$ cat config.mk
export PLATFORM = sky130hd
export DESIGN_NAME = check_node_unit
export DESIGN_NICKNAME = d
export VERILOG_FILES = /design/src/rtl/check_node_unit.sv
export SDC_FILE = /design/constraint.sdc
export NUM_CORES = 1
export LEC_CHECK = 0
export BUFFER_PORTS_ARGS = -buffer_cell sky130_fd_sc_hd__clkbuf_2
export CORE_UTILIZATION = 50
export DETAILED_ROUTE_END_ITERATION = 16
export HOLD_SLACK_MARGIN = 0.1
export PLACE_DENSITY_LB_ADDON = 0.1
export SLEW_MARGIN = 10
export SYNTH_ARGS = -nofsm -noshare
export SYNTH_HDL_FRONTEND = slang
export SYNTH_SLANG_ARGS = --single-unit
$ cat constraint.sdc
create_clock -name clk -period 2.6 [get_ports clk]
set_input_delay 0.26 -clock clk [delete_from_list [all_inputs] [get_ports clk]]
set_output_delay 0.26 -clock clk [all_outputs]
set_load 0.02 [all_outputs]
$ cat src/rtl/check_node_unit.sv
// Serial min-sum check node: collects DEG VNU messages, then emits DEG extrinsic messages.
// Optional CNU_OFFSET_EN selects offset min-sum (emitted magnitude reduced by one, floored at 0).
module check_node_unit #(
  parameter  int unsigned DEG = 6,
  localparam int unsigned CW  = $clog2(DEG)
) (
  input  logic       clk,
  input  logic       rst_n,
  input  logic       in_valid,
  output logic       in_ready,
  input  logic [5:0] in_msg,
  output logic       out_valid,
  input  logic       out_ready,
  output logic [4:0] out_msg,
  output logic       out_last,
  output logic       syndrome,
  output logic       syndrome_valid
);

  localparam int unsigned MW = 4;

  typedef enum logic {COLLECT = 1'b0, EMIT = 1'b1} state_t;

  state_t            state_q, state_d;
  logic [CW-1:0]     cnt, cnt_nxt, idx, idx_n;
  logic [MW-1:0]     min1, min2, min1_n, min2_n, mag;
  logic              sign_acc, sign_acc_n, hd_acc, hd_acc_n;
  logic [DEG-1:0]    sign_vec, sign_vec_n;
  logic              accept, last_edge, out_hs;

  // Extrinsic message for edge i from the collected minima and signs
  function automatic logic [4:0] cnu_msg(input logic [CW-1:0] i, input logic [MW-1:0] m1,
                                         input logic [MW-1:0] m2, input logic [CW-1:0] ix,
                                         input logic sa, input logic [DEG-1:0] sv);
    logic [MW-1:0] m;
    m = (i == ix) ? m2 : m1;
`ifdef CNU_OFFSET_EN
    if (m != MW'(0)) m = m - MW'(1);
`endif
    return {sa ^ sv[i], m};
  endfunction

  assign in_ready  = (state_q == COLLECT);
  assign accept    = in_valid && in_ready;
  assign out_hs    = out_valid && out_ready;
  assign last_edge = (cnt == CW'(DEG - 1));
  assign cnt_nxt   = cnt + CW'(1);
  assign mag       = in_msg[3:0];

  always_ff @(posedge clk or negedge rst_n) begin
    if (!rst_n) state_q <= COLLECT;
    else        state_q <= state_d;
  end

  always_comb begin
    state_d = state_q;
    case (state_q)
      COLLECT: if (accept && last_edge)  state_d = EMIT;
      EMIT:    if (out_hs && out_last)   state_d = COLLECT;
      default: state_d = COLLECT;
    endcase
  end

  // Running min1/min2/idx update including the edge currently on in_msg
  always_comb begin
    min1_n     = min1;
    min2_n     = min2;
    idx_n      = idx;
    sign_acc_n = sign_acc ^ in_msg[4];
    hd_acc_n   = hd_acc ^ in_msg[5];
    sign_vec_n = sign_vec | (DEG'(in_msg[4]) << cnt);
    if (mag < min1) begin
      min2_n = min1;
      min1_n = mag;
      idx_n  = cnt;
    end else if (mag < min2) begin
      min2_n = mag;
    end
  end

  always_ff @(posedge clk or negedge rst_n) begin
    if (!rst_n) begin
      cnt            <= '0;
      min1           <= MW'(15);
      min2           <= MW'(15);
      idx            <= '0;
      sign_acc       <= 1'b0;
      hd_acc         <= 1'b0;
      sign_vec       <= '0;
      out_msg        <= '0;
      out_valid      <= 1'b0;
      out_last       <= 1'b0;
      syndrome       <= 1'b0;
      syndrome_valid <= 1'b0;
    end else begin
      syndrome_valid <= 1'b0;
      if (accept) begin
        min1     <= min1_n;
        min2     <= min2_n;
        idx      <= idx_n;
        sign_acc <= sign_acc_n;
        hd_acc   <= hd_acc_n;
        sign_vec <= sign_vec_n;
        if (last_edge) begin
          cnt            <= '0;
          syndrome       <= hd_acc_n;
          syndrome_valid <= 1'b1;
          out_msg        <= cnu_msg(CW'(0), min1_n, min2_n, idx_n, sign_acc_n, sign_vec_n);
          out_valid      <= 1'b1;
          out_last       <= 1'b0;
        end else begin
          cnt <= cnt_nxt;
        end
      end
      if (out_hs) begin
        if (out_last) begin
          out_valid <= 1'b0;
          out_last  <= 1'b0;
          cnt       <= '0;
          min1      <= MW'(15);
          min2      <= MW'(15);
          idx       <= '0;
          sign_acc  <= 1'b0;
          hd_acc    <= 1'b0;
          sign_vec  <= '0;
        end else begin
          cnt      <= cnt_nxt;
          out_msg  <= cnu_msg(cnt_nxt, min1, min2, idx, sign_acc, sign_vec);
          out_last <= (cnt_nxt == CW'(DEG - 1));
        end
      end
    end
  end

endmodule

After elaboration in Yosys (flattened, before gate mapping)
Index checks and enable logic that the tools add are counted.
Storage, ports and cells
  register bits after elaboration: 32
  input bits: 10
  output and inout port bits: 10
Cells by class
  add/sub/neg operators: 1
  $lt $le $gt $ge: 3
  equal/unequal tests: 3
  shift operators: 1
  multiplexer cells: 47
  bitwise gates (word level): 6
  reductions and logical operators: 9
Operators with widths (number)
  4-bit two-way mux: 11
  3-bit two-way mux: 8
  5-bit two-way mux: 4
  1-bit two-way mux: 19
  6-bit two-way mux: 3
  4-bit less-than comparator: 2
  3-bit equality test, second input constant: 2
  6-bit OR: 1
  1-bit by 3-bit left shift with 6-bit output: 1
  1-bit logical AND: 4
  3-bit by 4-bit less-than comparator with 1-bit output, second input constant: 1
  2-bit AND reduction: 2
  2-bit nonzero test: 2
  1-bit bitwise XOR: 4
  3-bit by 1-bit adder with 3-bit output, second input constant: 1
  1-bit binary-select mux with 3-bit select: 1
  3-bit equality test: 1
  3-bit logical NOT: 1
  1-bit one-hot mux with 2 select lines: 1
  1-bit NOT: 1

Longest topological paths before layout
  depth in word-level cells: 8
  gate-level depth with buffers: 8
  depth with buffers taken out: 7

Least setup slack after synthesis
Ideal clock, no wire load.
  path type: reg-to-reg
  start point: register cnt[1]
  end point: register out_msg[4]
  library setup time: 0.125 ns
  data arrival time: 1.965 ns
  required time: 2.475 ns
  slack: 0.510 ns
  stages on the path, launching flop included: 7
  path buffers: 0
  clock period less this slack: 2.090 ns
  path through: dfrtp_1 > ha_1 > xnor2_1 > mux4_2 > a2111o_1 > o21ai_0 > nor3_1
On the way
  word-level cells in the longest chain between the ends: 7
  elaborated cells on any way between the ends: 12
RTL lines
  start, declared: RTL line 25  | logic [CW-1:0] cnt, cnt_nxt, idx, idx_n;
  start signal, assigned: RTL line 112  | cnt <= cnt_nxt;
  start signal, assigned: RTL line 127  | cnt <= cnt_nxt;
  branches (longest 6 deep; another with 3-bit by 1-bit adder with 3-bit output)
  5-bit two-way mux *: RTL line 115  | if (out_hs) begin
  end signal, assigned: RTL line 108  | out_msg <= cnu_msg(CW'(0), min1_n, min2_n, idx_n, sign_acc_n, sign_vec_n);
  end signal, assigned: RTL line 128  | out_msg <= cnu_msg(cnt_nxt, min1, min2, idx, sign_acc, sign_vec);
  end, declared: RTL line 14  | output logic [4:0] out_msg,
Mark *: on every way between the ends. The select of a mux whose other input is x is not followed.
A chain may end at the register's enable or synchronous reset.

Final worst setup path
Ends and elaborated chain as after synthesis.

==> results.py <==
metrics = {
    "die": {
        "coreArea_um2": 3744,
        "rows": 22,
        "die_y_um": 65.24,
        "die_x_um": 65.24,
        "ios": 20,
        "floorplan.initialDensity": 0.5341,
        "die_area_um2": 4256,
    },
    "pwr": {
        "power_w": 0.001017,
        "leakage_nw": 1.103,
        "irDropWorstVdd_mv": 0.3485,
        "powerDensity_nw_per_um2": 451.1,
    },
    "cts": {
        "clk_latency_ns": 0.29,
        "post_cts_resized": 0,
        "cts_tree": "done",
        "cts_buffer_depth": 2,
        "clock-sinks": 32,
        "htree_levels": 2,
        "clock-root-buffer": "clkbuf_8",
        "cts_buffers": 5,
        "post_cts_buffers": 0,
        "clk_pin_slew_ns": 0.07,
    },
    "sta": {
        "max_slew_margin": 0.4802,
        "holdWs_ns": 0.2719,
        "clock_skew_ns": 0.007319,
        "slew_violations": 0,
        "layout_min_cycle_time_ns": 2.343,
        "max_freq_ghz": 0.4268,
        "setup_viol": 0,
        "hold_viol": 0,
        "finalCritPeriodShare": 0.9012,
        "max_slew.worst_pin.slew_ns": 0.7798,
        "rsz0062_at_grt": "no",
        "finalSetupTns_ns": 0,
    },
    "worst_setup_path": {
        "cp_top_family": "multiplexers",
        "reg2reg_depth": 6,
        "cp_slowest_cell": "mux4_2",
        "crit_type": "flop to flop",
        "critPathMaxFanout": 7,
        "cp_data_arrival_time_ns": 2.51,
        "cp_slowest_stage_delay_ns": 0.57,
        "rrSetupSlack_ns": 0.26,
        "cp-start-kind": "flop",
        "cp.required_ns": 2.77,
        "rr_startpoint": "cnt[1]",
        "worst-path-buf-inv": 0,
        "r2r_end": "out_msg[4]",
        "timing.critical_path.cells": "ha_1, xnor2_1, mux4_2, a2111o_1, o21ai_0, nor3_1",
        "end_kind": "flop",
    },
    "run_status": {
        "outcome": "finished clean",
    },
    "grt": {
        "met1_usage": 0.3014,
        "overflow": 0,
        "grt_max_degree": 33,
        "grt_pass1_vias": 1683,
        "grt_use_met3": 0.05208,
        "use_met2": 0.3905,
        "grt_usage": 0.2419,
        "grt_pass1_wl_um": 7734,
        "grt_most_used_layer": "met2",
        "antenna_found_initial": 0,
    },
    "drt": {
        "drt_iter0_drc": 120,
        "remaining_drc_errors": 0,
        "detailroute.via_count": 1745,
        "ant_nets": 0,
        "routedWlPerCell_um": 15.87,
        "viasPerCell": 5.935,
        "wl_um": 4665,
        "firstDrtPassIters": 5,
    },
    "worst_hold_path": {
        "hold-path-endpoint": "min1[3]",
        "hold_depth": 3,
        "min_from": "in_msg[3]",
        "hp-class": "input pin to flop",
    },
    "synth": {
        "synth.distinct_cells": 45,
        "ys.flop_type": "dfrtp_1",
        "synth_largest_area_cell": "dfrtp_1",
        "netlist.area_leader.share": 0.3004,
        "synth-edff-count": 0,
        "ys_seq_area_frac": 0.4055,
        "synth.net_count": 241,
        "yosys_register_bits": 32,
        "yosys_warnings": 0,
        "synth.avg_cell_area_um2": 9.006,
        "async_flop_share": 1.000,
        "syn_inst": 222,
        "syn_area_um2": 1999,
        "ys_top_cells_by_area": "dfrtp_1, dfstp_2, ha_1, mux2i_1, nor2_1",
    },
    "final_layout": {
        "syn_to_final_growth_pct": 12.70,
        "diodes": 0,
        "layout.cells.most_common": "nor2_1",
        "layout_common_cells": "nor2_1, dfrtp_1, o21ai_0",
        "drive_gt1_frac": 0.1870,
        "final_nets": 264,
    },
    "job": {
        "drv_cap": 0,
    },
    "place": {
        "io_buffers": 19,
        "gp_congestion": 0.9230,
        "dpl.hpwl_um": 3465,
    },
}
==> worst max path at each step <==
stage	slack, ns	to	start	depth (start not counted)
after floorplan	0.51	out_msg[4]	cnt[1]	6
after global placement	0.26	out_msg[4]	cnt[1]	6
after detailed placement	0.28	out_msg[4]	cnt[1]	6
after CTS	0.26	out_msg[4]	cnt[1]	6
after global routing	0.10	out_msg[4]	cnt[1]	6
final	0.26	out_msg[4]	cnt[1]	6
==> layout make-up <==
type | count | area [um^2]
fill | 341 | 1490
multi-input combinational | 170 | 1111
sequential | 32 | 810.8
timing repair buffer | 25 | 142.6
clock buffer | 5 | 68.82
tap | 48 | 60.06
inverter | 11 | 41.29
clock inverter | 3 | 18.77
==> tightest hold or removal path: cells and delay by family <==
kind | cells | cell delay, ns
simple gates | 2 | 0.15
buf+inv | 1 | 0.13
==> report_power, final <==
| group | leakage, nW | internal (W) | total [W] | switching [W] |
|---|---|---|---|---|
| Combinational | 0.646 | 0.0000465 | 0.000119 | 0.0000726 |
| Sequential | 0.409 | 0.000510 | 0.000519 | 0.00000883 |
| Clock | 0.0479 | 0.000186 | 0.000378 | 0.000192 |
==> state kept, by name, indices dropped and copies added (netlist names) <==
| name | cells |
|---|---|
| syndrome_valid | 1 |
| hd_acc | 1 |
| sign_vec | 6 |
| out_valid | 1 |
| cnt | 3 |
| min1 | 4 |
| min2 | 4 |
| state_q | 1 |
| idx | 3 |
| out_last | 1 |
| out_msg | 5 |
| syndrome | 1 |
| sign_acc | 1 |
==> per-stage QoR <==
stage            util  area (um^2)  instances  worst slack [ns]
3_3_place_gp   0.5759         2156        285            0.2583
2_1_floorplan       -         1999        222            0.5099
6_report       0.6019         2253        294            0.2569
3_5_place_dp   0.5759         2156        285            0.2781
5_1_grt        0.6019         2253        294            0.1048
4_1_cts        0.6019         2253        294            0.2617
==> per-layer routing <==
metal	vias to the layer above	wire length (um)
li1	850	-
met4	0	168
met1	826	2068
met5	-	0
met3	17	214
met2	52	2213
==> logic make-up after synthesis <==
| kind of cell | synth area share |
|---|---|
| DFF | 0.4055 |
| and+or+nand+nor | 0.1765 |
| adders and majority gates | 0.05632 |
| AOI/OAI and AO/OA | 0.2078 |
| muxes | 0.07760 |
| buffers and inverters | 0.03880 |
| xor gates and xnor gates | 0.03755 |
==> timing repair <==
| action | 4_1_cts | 5_1_grt |
|---|---|---|
| hold buffers | 1 | 0 |
| endpoints found under the hold margin | 24 | 0 |
| endpoints found under the setup margin | 0 | 0 |
==> synth_stat cells (2+ instances only) <==
master    count
a2111o_1      2
a211oi_1      5
a21boi_0      2
a21o_1        2
a21oi_1      14
a22oi_1       2
a31oi_1       4
a32o_1        2
a41oi_1       2
and3_1        2
buf_2         2
clkbuf_1      7
dfrtp_1      24
dfstp_2       8
ha_1          9
inv_1        11
mux2_2        2
mux2i_1      11
nand2_1      19
nand2b_1      3
nand3_1       5
nor2_1       28
nor3_1        6
o21ai_0      21
o311ai_0      2
or3_1         4
xnor2_1       3
xor2_1        3
Note: power is estimated with default switching activity, not from simulation.
